File: src/rtl/clk_divider_pkg.sv
`default_nettype none
// +------------------------------------------------------------------------+
// | Module      : clk_divider_pkg                                          |
// | Description : Shared types and constants for the programmable clock    |
// |               divider (FSM state encoding, minimum legal ratio).       |
// | Revision    : 1.0 - initial release                                    |
// +------------------------------------------------------------------------+
package clk_divider_pkg;

    // Divider control states, explicitly encoded.
    typedef enum logic [1:0] {
        IDLE     = 2'd0,
        RUN      = 2'd1,
        RUN_PEND = 2'd2
    } state_t;

    // Smallest divide ratio that yields a usable 50%-ish divided clock.
    localparam int unsigned MIN_DIV = 2;

endpackage : clk_divider_pkg
`default_nettype wire

File: src/rtl/clk_divider_if.sv
`default_nettype none
// +------------------------------------------------------------------------+
// | Module      : clk_divider_if                                           |
// | Description : Control/status bundle of the clock divider.              |
// |   master : drives en, div_load, div_value                              |
// |   slave  : drives div_ack, div_err, clk_out, tick, phase, periods      |
// | Revision    : 1.0 - initial release                                    |
// +------------------------------------------------------------------------+
interface clk_divider_if #(
    parameter int WIDTH  = 8,
    parameter int PCNT_W = 16
) ();

    logic              en;
    logic              div_load;
    logic [WIDTH-1:0]  div_value;
    logic              div_ack;
    logic              div_err;
    logic              clk_out;
    logic              tick;
    logic [WIDTH-1:0]  phase;
    logic [PCNT_W-1:0] periods;

    modport master (
        output en, div_load, div_value,
        input  div_ack, div_err, clk_out, tick, phase, periods
    );

    modport slave (
        input  en, div_load, div_value,
        output div_ack, div_err, clk_out, tick, phase, periods
    );

endinterface : clk_divider_if
`default_nettype wire

File: src/rtl/clk_divider_phase_counter.sv
`default_nettype none
// +------------------------------------------------------------------------+
// | Module      : phase_counter                                            |
// | Description : Modulo-N phase counter with wrap flag and synchronous    |
// |               clear.                                                   |
// |   clk, rst_n  : clock, asynchronous active-low reset                   |
// |   i_clr       : force count to 0 on the next edge (wins over i_inc)    |
// |   i_inc       : advance count, wrapping at i_modulus-1                 |
// |   i_modulus   : current ratio N (always >= 2)                          |
// |   o_count     : registered count                                       |
// |   o_count_nxt : value the count takes on the next edge                 |
// |   o_wrap      : count is at its last phase (N-1)                       |
// | Revision    : 1.0 - initial release                                    |
// +------------------------------------------------------------------------+
module phase_counter #(
    parameter int WIDTH = 8
) (
    input  wire logic             clk,
    input  wire logic             rst_n,
    input  wire logic             i_clr,
    input  wire logic             i_inc,
    input  wire logic [WIDTH-1:0] i_modulus,
    output logic      [WIDTH-1:0] o_count,
    output logic      [WIDTH-1:0] o_count_nxt,
    output logic                  o_wrap
);

    logic [WIDTH-1:0] r_count;
    logic [WIDTH-1:0] w_count_nxt;
    logic             w_wrap;

    // ">=" rather than "==" so a stray out-of-range count still wraps.
    always_comb begin
        w_wrap      = (r_count >= (i_modulus - WIDTH'(1)));
        w_count_nxt = r_count;
        if (i_clr) begin
            w_count_nxt = '0;
        end else if (i_inc) begin
            w_count_nxt = w_wrap ? '0 : (r_count + WIDTH'(1));
        end
    end

    always_ff @(posedge clk or negedge rst_n) begin
        if (!rst_n) begin
            r_count <= '0;
        end else begin
            r_count <= w_count_nxt;
        end
    end

    assign o_count     = r_count;
    assign o_count_nxt = w_count_nxt;
    assign o_wrap      = w_wrap;

endmodule : phase_counter
`default_nettype wire

File: src/rtl/clk_divider.sv
`default_nettype none
// +------------------------------------------------------------------------+
// | Module      : clk_divider                                              |
// | Description : Programmable glitch-free clock divider with run-time     |
// |               ratio reload (load/ack handshake, boundary-aligned).     |
// |   clk, rst_n : clock, asynchronous active-low reset                    |
// |   bus.en        : run enable (level)                                   |
// |   bus.div_load  : ratio load request, sampled every cycle              |
// |   bus.div_value : requested ratio N                                    |
// |   bus.div_ack   : one-cycle pulse, load accepted                       |
// |   bus.div_err   : one-cycle pulse, load rejected (N < 2)               |
// |   bus.clk_out   : divided clock, low ceil(N/2), high floor(N/2)        |
// |   bus.tick      : high during the last phase of each divided period    |
// |   bus.phase     : current phase                                        |
// |   bus.periods   : completed divided periods, wrapping                  |
// | Revision    : 1.0 - initial release                                    |
// +------------------------------------------------------------------------+
module clk_divider
    import clk_divider_pkg::*;
#(
    parameter int WIDTH     = 8,
    parameter int DIV_RESET = 2,
    parameter int PCNT_W    = 16
) (
    input  wire logic    clk,
    input  wire logic    rst_n,
    clk_divider_if.slave bus
);

    state_t            r_state;
    state_t            w_state_nxt;
    logic [WIDTH-1:0]  r_ratio;
    logic [WIDTH-1:0]  w_ratio_nxt;
    logic [WIDTH-1:0]  r_pend;
    logic [WIDTH-1:0]  w_pend_nxt;
    logic              r_clk_out;
    logic              r_tick;
    logic              r_ack;
    logic              r_err;
    logic [PCNT_W-1:0] r_periods;

    logic              w_load_ok;
    logic              w_clr;
    logic              w_inc;
    logic              w_wrap;
    logic [WIDTH-1:0]  w_count;
    logic [WIDTH-1:0]  w_count_nxt;
    logic [WIDTH-1:0]  w_half;
    logic              w_run_nxt;
    logic              w_clk_nxt;
    logic              w_tick_nxt;

    assign w_load_ok = bus.div_load && (bus.div_value >= WIDTH'(MIN_DIV));

    phase_counter #(
        .WIDTH (WIDTH)
    ) u_phase_counter (
        .clk         (clk),
        .rst_n       (rst_n),
        .i_clr       (w_clr),
        .i_inc       (w_inc),
        .i_modulus   (r_ratio),
        .o_count     (w_count),
        .o_count_nxt (w_count_nxt),
        .o_wrap      (w_wrap)
    );

    // Next-state, ratio bookkeeping and counter control. The counter always
    // wraps with the ratio currently in force, so a period never changes
    // length part way through.
    always_comb begin
        w_state_nxt = r_state;
        w_ratio_nxt = r_ratio;
        w_pend_nxt  = r_pend;
        w_clr       = 1'b0;
        w_inc       = 1'b0;
        case (r_state)
            IDLE: begin
                w_clr = 1'b1;
                if (w_load_ok) begin
                    w_ratio_nxt = bus.div_value;
                end
                if (bus.en) begin
                    w_state_nxt = RUN;
                end
            end
            RUN: begin
                if (!bus.en) begin
                    w_state_nxt = IDLE;
                    w_clr       = 1'b1;
                    if (w_load_ok) begin
                        w_ratio_nxt = bus.div_value;
                    end
                end else begin
                    w_inc = 1'b1;
                    if (w_load_ok) begin
                        w_pend_nxt  = bus.div_value;
                        w_state_nxt = RUN_PEND;
                    end
                end
            end
            RUN_PEND: begin
                if (!bus.en) begin
                    // Stopping: the newest accepted ratio takes over at once.
                    w_state_nxt = IDLE;
                    w_clr       = 1'b1;
                    w_ratio_nxt = w_load_ok ? bus.div_value : r_pend;
                end else begin
                    w_inc = 1'b1;
                    if (w_wrap) begin
                        w_ratio_nxt = r_pend;
                    end
                    // A load arriving on the wrap edge becomes the next
                    // pending ratio, so we stay in RUN_PEND.
                    if (w_load_ok) begin
                        w_pend_nxt = bus.div_value;
                    end else if (w_wrap) begin
                        w_state_nxt = RUN;
                    end
                end
            end
            default: begin
                w_state_nxt = IDLE;
                w_clr       = 1'b1;
            end
        endcase
    end

    // Output decode from the values that will be registered, so clk_out and
    // tick line up with the phase they describe. Phase 0 always decodes
    // low for N >= 2, which keeps ratio changes free of runt pulses.
    always_comb begin
        w_half     = w_ratio_nxt >> 1;
        w_run_nxt  = (w_state_nxt != IDLE);
        w_clk_nxt  = w_run_nxt && (w_count_nxt >= (w_ratio_nxt - w_half));
        w_tick_nxt = w_run_nxt && (w_count_nxt == (w_ratio_nxt - WIDTH'(1)));
    end

    always_ff @(posedge clk or negedge rst_n) begin
        if (!rst_n) begin
            r_state   <= IDLE;
            r_ratio   <= WIDTH'(DIV_RESET);
            r_pend    <= '0;
            r_clk_out <= 1'b0;
            r_tick    <= 1'b0;
            r_ack     <= 1'b0;
            r_err     <= 1'b0;
            r_periods <= '0;
        end else begin
            r_state   <= w_state_nxt;
            r_ratio   <= w_ratio_nxt;
            r_pend    <= w_pend_nxt;
            r_clk_out <= w_clk_nxt;
            r_tick    <= w_tick_nxt;
            r_ack     <= w_load_ok;
            r_err     <= bus.div_load && !w_load_ok;
            // A period is complete once its tick cycle has ended.
            r_periods <= r_periods + PCNT_W'(r_tick);
        end
    end

    assign bus.div_ack = r_ack;
    assign bus.div_err = r_err;
    assign bus.clk_out = r_clk_out;
    assign bus.tick    = r_tick;
    assign bus.phase   = w_count;
    assign bus.periods = r_periods;

endmodule : clk_divider
`default_nettype wire

File: src/flat_wrapper.sv
// flat-port wrapper written by rule: the top's interface ports become plain ports
module clk_divider_flat import clk_divider_pkg::*;
#(
    parameter int WIDTH     = 8,
    parameter int DIV_RESET = 2,
    parameter int PCNT_W    = 16
)
  (clk, rst_n, bus_en, bus_div_load, bus_div_value, bus_div_ack, bus_div_err, bus_clk_out, bus_tick, bus_phase, bus_periods);
  clk_divider_if #(.WIDTH(WIDTH), .PCNT_W(PCNT_W)) bus_i ();
  input  wire logic clk;
  input  wire logic rst_n;
  input wire logic [$bits(bus_i.en)-1:0] bus_en;
  input wire logic [$bits(bus_i.div_load)-1:0] bus_div_load;
  input wire logic [$bits(bus_i.div_value)-1:0] bus_div_value;
  output wire logic [$bits(bus_i.div_ack)-1:0] bus_div_ack;
  output wire logic [$bits(bus_i.div_err)-1:0] bus_div_err;
  output wire logic [$bits(bus_i.clk_out)-1:0] bus_clk_out;
  output wire logic [$bits(bus_i.tick)-1:0] bus_tick;
  output wire logic [$bits(bus_i.phase)-1:0] bus_phase;
  output wire logic [$bits(bus_i.periods)-1:0] bus_periods;
  assign bus_i.en = bus_en;
  assign bus_i.div_load = bus_div_load;
  assign bus_i.div_value = bus_div_value;
  assign bus_div_ack = bus_i.div_ack;
  assign bus_div_err = bus_i.div_err;
  assign bus_clk_out = bus_i.clk_out;
  assign bus_tick = bus_i.tick;
  assign bus_phase = bus_i.phase;
  assign bus_periods = bus_i.periods;
  clk_divider #(.WIDTH(WIDTH), .DIV_RESET(DIV_RESET), .PCNT_W(PCNT_W)) u_core (.clk(clk), .rst_n(rst_n), .bus(bus_i));
endmodule
File: config.mk
export PLATFORM = sky130hd
export DESIGN_NAME = clk_divider_flat
export DESIGN_NICKNAME = d
export VERILOG_FILES = /design/src/rtl/clk_divider_pkg.sv /design/src/rtl/clk_divider_if.sv /design/src/rtl/clk_divider_phase_counter.sv /design/src/rtl/clk_divider.sv /design/src/flat_wrapper.sv
export SDC_FILE = /design/constraint.sdc
export NUM_CORES = 1
export LEC_CHECK = 0
export ABC_CLOCK_PERIOD_IN_PS = 6400
export CAP_MARGIN = 5
export CELL_PAD_IN_SITES_DETAIL_PLACEMENT = 0
export CELL_PAD_IN_SITES_GLOBAL_PLACEMENT = 1
export CORE_MARGIN = 8
export CORE_UTILIZATION = 40
export CTS_CLUSTER_SIZE = 24
export DETAILED_ROUTE_END_ITERATION = 6
export GPL_ROUTABILITY_DRIVEN = 0
export MAX_ROUTING_LAYER = met4
export PLACE_DENSITY_LB_ADDON = 0.05
export SYNTH_ARGS = -nofsm -noshare
export SYNTH_HDL_FRONTEND = slang
export SYNTH_SLANG_ARGS = --single-unit
export TNS_END_PERCENT = 100
File: constraint.sdc
create_clock -name clk -period 6.4 [get_ports clk]
set_input_delay 1.28 -clock clk [delete_from_list [all_inputs] [get_ports clk]]
set_output_delay 1.28 -clock clk [all_outputs]
set_load 0.05 [all_outputs]
==> impl_metrics.tcl, run 1 <==
set metrics [dict create \
    setup_violations 0 \
    crit_fanout 6 \
    ys_types 70 \
    ir_drop_v 0.0002852 \
    rsz0062_at_grt "false" \
    synth-edff-count 0 \
    path_common_cell "a21o_1" \
    fin_nets 489 \
    wl_per_cell_um 18.98 \
    arrival_ns 5.85 \
    min_path_type "register to register" \
    crit_required_ns 6.60 \
    synth_nets 445 \
    ys.flop_type "dfrtp_1" \
    layout_common_cells "dfrtp_1, clkdlybuf4s50_1, ha_1" \
    yosys.area.top_type "dfrtp_1" \
    timing.fmax_mhz 176.8 \
    power.density_mw_per_mm2 441.7 \
    fin_crit_ns 5.657 \
    postCtsSetupRepairBufs 0 \
    total_leakage_power_nw 1.885 \
    grt-ovfl-total 0 \
    place_hpwl_um 8271 \
    worstSkewPairLatency_ns 0.30 \
    critPathLaunchType "register" \
    crit_chain "nor4_1, nand2_1, xor2_1, ha_1, and3_1, a221o_1, nor2_2, nand2_1, o211ai_1, a31oi_1, o21ai_0, inv_1, fa_1, xnor2_1, xnor2_1, ha_1, a21o_1, a21o_1, a21o_1, a21o_1, a21o_1, a21oi_1, nor2b_1" \
    ys_warn_count 0 \
    first_pass_iters 4 \
    row_count 35 \
    endpoint_kind "register" \
    coreArea_sq_mm 0.009065 \
    path_class "register to register" \
    hold_ws_ns 0.4723 \
    drive_gt1_frac 0.08989 \
    synth-seq-cells 46 \
    grt_start_max_net_pins 47 \
    yosysTopAreaCellShare 0.3069 \
    cts_resized 0 \
    cts.path.max_buffers 2 \
    maxCapViolations 0 \
    cts_made_buffers 5 \
    synth_area_sq_mm 0.003670 \
    io_pins 40 \
    htreeDepth 2 \
    syn_inst 400 \
    fin_area_sq_mm 0.004305 \
    syn2layout_area_growth_pct 17.32 \
    start_util 0.4048 \
    die_h_um 111.8 \
    max_slew_margin 0.5422 \
    grt_pass1_wl_um 16840 \
    layout_commonest_cell "dfrtp_1" \
    tns_ns 0 \
    ys_seq_area_frac 0.3140 \
    wl_um 10550 \
    port_buffers 39 \
    final.setup_skew_ns 0.008164 \
    cts_tree "yes" \
    drcViolationCount 0 \
    clock_sinks 46 \
    diodes 0 \
    slowest_delay_ns 0.50 \
    pre_cts_slack_ns 0.5621 \
    num_vias 3217 \
    syn_area_per_cell_sq_um 9.174 \
    grt_antenna_before_repair 0 \
    fin_ws_ns 0.7429 \
    dpl_cell_area_sq_mm 0.004210 \
    fp.dieW_um 111.8 \
    finalMaxSlewViolations 0 \
    clock-root-buffer "clkbuf_8" \
    drtAntennaViolNets 0 \
    slowest_stage "dfrtp_1" \
    outcome "completed" \
    finalCritPeriodShare 0.8839 \
    tightest_slew_ns 0.6805 \
    clkSlewWorstSetupHoldPaths_ns 0.09 \
    async_flop_share 1.000 \
    grt_pass1_vias 3205 \
    drt_iter0_markers 206 \
    die-area_sq_mm 0.01250 \
    ctsHoldBuffers 0 \
    synth_top_cells_by_area "dfrtp_1, ha_1, xnor2_1, xor2_1, a21oi_1" \
    track_usage 0.1733 \
    finalHoldViolCount 0 \
    via_per_inst 5.786 \
]
through the flow:
| stage | util | cells | total power [W] |
|---|---|---|---|
| after global placement | 0.4645 | 548 | 0.001703 |
| after global routing | 0.4749 | 556 | 0.002072 |
| after detailed placement | 0.4645 | 548 | 0.001714 |
| after floorplan | - | 400 | 0.001386 |
| after CTS | 0.4749 | 556 | 0.001916 |
| final | 0.4749 | 556 | 0.001902 |
synthesized netlist by cell type, types with 6 or more instances:
master,number
nor2_1,28
nor3_1,14
and2_1,6
nand2_1,25
inv_1,22
o21ai_0,12
dfrtp_1,45
o211ai_1,6
mux2_2,6
ha_1,32
nand3_1,17
a21oi_1,22
xnor2_1,24
nand4_1,8
and3_1,7
xor2_1,15
a21o_1,12
nand2b_1,6
final cells by class:
cell class	count	area (sq um)
clock buffer	6	82.58
clock inverter	2	12.51
fill	912	4760
inverter	24	92.59
multi-input combinational	320	2381
sequential	46	1152
tap	111	138.9
timing repair buffer	47	445.4
worst paths after layout:
check	from	to	slack, ns	cells past startpoint
max	u_core.r_ratio[5]$_DFF_PN0_	u_core.bus.clk_out$_DFF_PN0_	0.74	23
min	u_core.bus.periods[15]$_DFF_PN0_	u_core.bus.periods[15]$_DFF_PN0_	0.47	1
max reg2reg	u_core.r_ratio[5]$_DFF_PN0_	u_core.bus.clk_out$_DFF_PN0_	0.74	23
min reg2reg	u_core.bus.periods[15]$_DFF_PN0_	u_core.bus.periods[15]$_DFF_PN0_	0.47	1
max in group asynchronous	rst_n	u_core.u_phase_counter.o_count[6]$_DFF_PN0_	4.92	2
min in group asynchronous	rst_n	u_core.bus.periods[7]$_DFF_PN0_	1.07	2
kinds of logic after synthesis:
family,count (synthesis),share of synthesized area
buffers and inverters,34,0.03716
DFF,46,0.3140
AOI/OAI and AO/OA,107,0.2329
and+or+nand+nor,135,0.1899
xor gates and xnor gates,39,0.09308
adders and majority gates,33,0.1146
muxes,6,0.01841
layer usage:
layer  vias up  track usage  routed length [um]
li1       1578            -                   -
met1      1566       0.2267                5081
met2        67       0.2726                4971
met3         6      0.02976                 430
met4         0      0.04102                  70
met5         -            -                   0
power by group:
part	internal, W	switching (W)
combinational	0.000535	0.000731
clock	0.0000870	0.000104
sequential	0.000353	0.0000916
critical path: cells and delay by family (launching register included):
kind                     cells  cell delay (ns)
AO/OA/AOI/OAI               10             2.03
AND/OR/NAND/NOR              6             1.20
adder cells (fa/ha/maj)      3             1.11
XOR/XNOR                     3             0.52
flip-flops                   1             0.50
buffers and inverters        1             0.20
flip-flops by register name (all words and copies together), names as in the netlist:
name	count
u_core.bus.tick	1
u_core.bus.periods	16
u_core.bus.div_ack	1
u_core.r_ratio	8
u_core.bus.clk_out	1
u_core.r_state	2
u_core.bus.div_err	1
u_core.r_pend	8
u_core.u_phase_counter.o_count	8
Power figures use the tool's default switching activity.
==> run 2, diff against run 1 <==
--- a/config.mk
+++ b/config.mk
@@ -18,5 +18,6 @@
 export PLACE_DENSITY_LB_ADDON = 0.05
 export SYNTH_ARGS = -nofsm -noshare
 export SYNTH_HDL_FRONTEND = slang
+export SYNTH_HIERARCHICAL = 1
 export SYNTH_SLANG_ARGS = --single-unit
 export TNS_END_PERCENT = 100
==> run 2 against run 1 <==
Effect of this change:
- cell count decreased by 1.1%
- utilization up 0.69 points
- critical path depth unchanged
- register-to-register slack improved by 0.11 ns
- first-iteration DRC count fell by 41%
- synthesized area is 1.3% higher
- flip-flop and latch count stayed put
- synthesized cell count fell by 1.8%
- non-clock buffer count is 3 higher
- fmax rose by 2.0%
- critical path type unchanged
==> impl_metrics.tcl, run 2 <==
set metrics [dict create \
    tns_ns 0 \
    final.setup_skew_ns 0.006893 \
    postCtsSetupRepairBufs 0 \
    critPathLaunchType "register" \
    rsz0062_at_grt "false" \
    crit_family "compound AO/OA/AOI/OAI gates" \
    endpoint_kind "register" \
    via_per_inst 5.627 \
    finalCritPeriodShare 0.8664 \
    ys_warn_count 6 \
    io_pins 40 \
    syn_inst 393 \
    max_slew_margin 0.5129 \
    synth-seq-cells 46 \
    stdcell_count 550 \
    cts.path.max_buffers 2 \
    place_hpwl_um 7600 \
    timing.fmax_mhz 180.3 \
    synth_area_sq_mm 0.003717 \
    syn_area_per_cell_sq_um 9.459 \
    slowest_stage "a211oi_2" \
    tightest_slew_ns 0.7292 \
    clock-root-buffer "clkbuf_8" \
    drt_iter0_markers 121 \
    htreeDepth 2 \
    ir_drop_v 0.0003858 \
    crit_fanout 11 \
    synth_most_common_cell "dfrtp_1" \
    ctsHoldBuffers 0 \
    drcViolationCount 0 \
    grt_pass1_wl_um 16630 \
    track_usage 0.1678 \
    synth_nets 439 \
    syn2layout_area_growth_pct 18.07 \
    finalHoldViolCount 0 \
    layout_common_cells "dfrtp_1, clkdlybuf4s50_1, ha_1" \
    synth-edff-count 0 \
    async_flop_share 1.000 \
    fin_crit_ns 5.545 \
    ys.flop_type "dfrtp_1" \
    p_comb_frac 0.698 \
    clkSlewWorstSetupHoldPaths_ns 0.10 \
    die_h_um 112.4 \
    num_vias 3095 \
    start_util 0.4081 \
    drtAntennaViolNets 0 \
    row_count 35 \
    synth_top_cells_by_area "dfrtp_1, ha_1, xnor2_1, xor2_1, mux2_2" \
    min_path_type "register to register" \
    path_common_cell "ha_1" \
    port_buffers 39 \
    grt-ovfl-total 0 \
    path_class "register to register" \
    grt_antenna_before_repair 0 \
    total_leakage_power_nw 1.870 \
    diodes 0 \
    finalMaxSlewViolations 0 \
    seqPwrFrac 0.197 \
    slowest_delay_ns 0.60 \
    fp.dieW_um 112.4 \
    worstSkewPairLatency_ns 0.32 \
    rrSetupSlack_ns 0.86 \
    power.density_mw_per_mm2 520.8 \
    outcome "completed" \
    internal_power_w 0.001186 \
    maxCapViolations 0 \
    grt_pass1_vias 3153 \
    place_inst 542 \
    wl_um 10030 \
    cts_resized 0 \
    die-area_sq_mm 0.01263 \
    ys_types 67 \
    crit_buf_inv 1 \
    ys_seq_area_frac 0.3100 \
    cts_made_buffers 5 \
    yosys.area.top_type "dfrtp_1" \
    setup_violations 0 \
    clock_sinks 46 \
    coreArea_sq_mm 0.009109 \
    first_pass_iters 4 \
    largest_reg_flops 16 \
    power_frac_clock 0.105 \
    yosysTopAreaCellShare 0.3029 \
    fin_nets 484 \
    crit_chain "nor4_1, nand2_1, xor2_1, ha_1, nand2_1, a211o_1, o21ai_4, mux2i_1, a21o_1, a211oi_1, a211oi_2, ha_1, inv_1, ha_1, mux2i_1, xnor2_1, ha_1, a21o_1, a21o_1, a21oi_1, nor2b_1, o21ai_0, a211oi_1" \
    cts_tree "yes" \
    synth_common_cells "dfrtp_1, ha_1, nand2_1" \
    switching_share 0.4813 \
    p_switching_w 0.001100 \
    grt_start_max_net_pins 47 \
    wl_per_cell_um 18.23 \
    drive_gt1_frac 0.1321 \
    arrival_ns 5.75 \
    layout_commonest_cell "dfrtp_1" \
    crit_required_ns 6.60 \
]
## run 2: cell families (layout without fill, tap and decap cells)
family | after synthesis | count (layout) | synth area share
and+or+nand+nor | 118 | 118 | 0.1693
AOI/OAI and AO/OA | 98 | 98 | 0.2184
DFF | 46 | 46 | 0.3100
xor gates and xnor gates | 39 | 39 | 0.09189
buffers and inverters | 39 | 85 | 0.04140
adders and majority gates | 34 | 34 | 0.1144
muxes | 19 | 19 | 0.05453
## run 2: metrics by stage
| stage | setup WS, ns | hold WS [ns] | util | total power (W) | cell area, sq um |
|---|---|---|---|---|---|
| 2_1_floorplan | 1.467 | 0.4706 | - | 0.001680 | 3717 |
| 3_3_place_gp | 0.9220 | 0.4624 | 0.4690 | 0.002035 | 4272 |
| 3_5_place_dp | 0.8475 | 0.4635 | 0.4690 | 0.002052 | 4272 |
| 4_1_cts | 0.8560 | 0.4808 | 0.4819 | 0.002298 | 4389 |
| 5_1_grt | 0.4493 | 0.4996 | 0.4819 | 0.002513 | 4389 |
| 6_report | 0.8552 | 0.4727 | 0.4819 | 0.002286 | 4389 |
## run 2: final timing paths
| check | from | end | cells past startpoint |
|---|---|---|---|
| worst min register to register | u_core/bus.periods[15]$_DFF_PN0_ | u_core/bus.periods[15]$_DFF_PN0_ | 1 |
| max in group asynchronous | rst_n | u_core/bus.clk_out$_DFF_PN0_ | 2 |
| worst max register to register | u_core/r_ratio[5]$_DFF_PN0_ | u_core/bus.clk_out$_DFF_PN0_ | 23 |
| worst min-delay path | u_core/bus.periods[15]$_DFF_PN0_ | u_core/bus.periods[15]$_DFF_PN0_ | 1 |
| min in group asynchronous | rst_n | u_core/bus.periods[11]$_DFF_PN0_ | 2 |
| worst max-delay path | u_core/r_ratio[5]$_DFF_PN0_ | u_core/bus.clk_out$_DFF_PN0_ | 23 |
## run 2: worst reg2reg max path, stage by stage (launching register included)
cell and delay, ns:
dfrtp_1 0.50, nor4_1 0.41, nand2_1 0.12, xor2_1 0.18, ha_1 0.31, nand2_1 0.07, a211o_1 0.29, o21ai_4 0.47
mux2i_1 0.26, a21o_1 0.13, a211oi_1 0.06, a211oi_2 0.60, ha_1 0.39, inv_1 0.09, ha_1 0.18, mux2i_1 0.23
xnor2_1 0.14, ha_1 0.25, a21o_1 0.15, a21o_1 0.17, a21oi_1 0.14, nor2b_1 0.05, o21ai_0 0.16, a211oi_1 0.09
## run 2: power groups by stage
stage	Clock, W	Sequential, W	Combinational, W
finish	0.000241	0.000450	0.00160
detailed placement	0	0.000454	0.00160
global placement	0	0.000454	0.00158
floorplan	0	0.000446	0.00123
global route	0.000255	0.000459	0.00180
CTS	0.000246	0.000448	0.00160
## run 2: layer usage
layer	vias to the layer above	wire [um]	GRT usage
li1	1526	-	-
met3	14	438	0.02254
met4	0	184	0.06025
met1	1486	4716	0.2088
met5	-	0	-
met2	69	4685	0.2734
## run 2: final cells by class
| type | instances | area [sq um] |
|---|---|---|
| tap | 111 | 138.9 |
| clock buffer | 5 | 68.82 |
| fill | 874 | 4720 |
| clock inverter | 3 | 48.80 |
| multi-input combinational | 308 | 2411 |
| timing repair buffer | 50 | 467.9 |
| inverter | 27 | 101.3 |
| sequential | 46 | 1152 |
==> run 3, diff against run 2 <==
--- a/config.mk
+++ b/config.mk
@@ -20,4 +20,3 @@
 export SYNTH_HDL_FRONTEND = slang
 export SYNTH_HIERARCHICAL = 1
 export SYNTH_SLANG_ARGS = --single-unit
-export TNS_END_PERCENT = 100
==> constraint.sdc (replaced) <==
create_clock -name clk -period 6.4 [get_ports clk]
set_input_delay 1.28 -clock clk [delete_from_list [all_inputs] [get_ports clk]]
set_output_delay 1.28 -clock clk [all_outputs]
set_load 0.01 [all_outputs]
==> results of run 3 <==
The final DEF is identical to that of run 2. Status: completed.
Among the figures that moved: total power 0.002286 W -> 0.002264 W
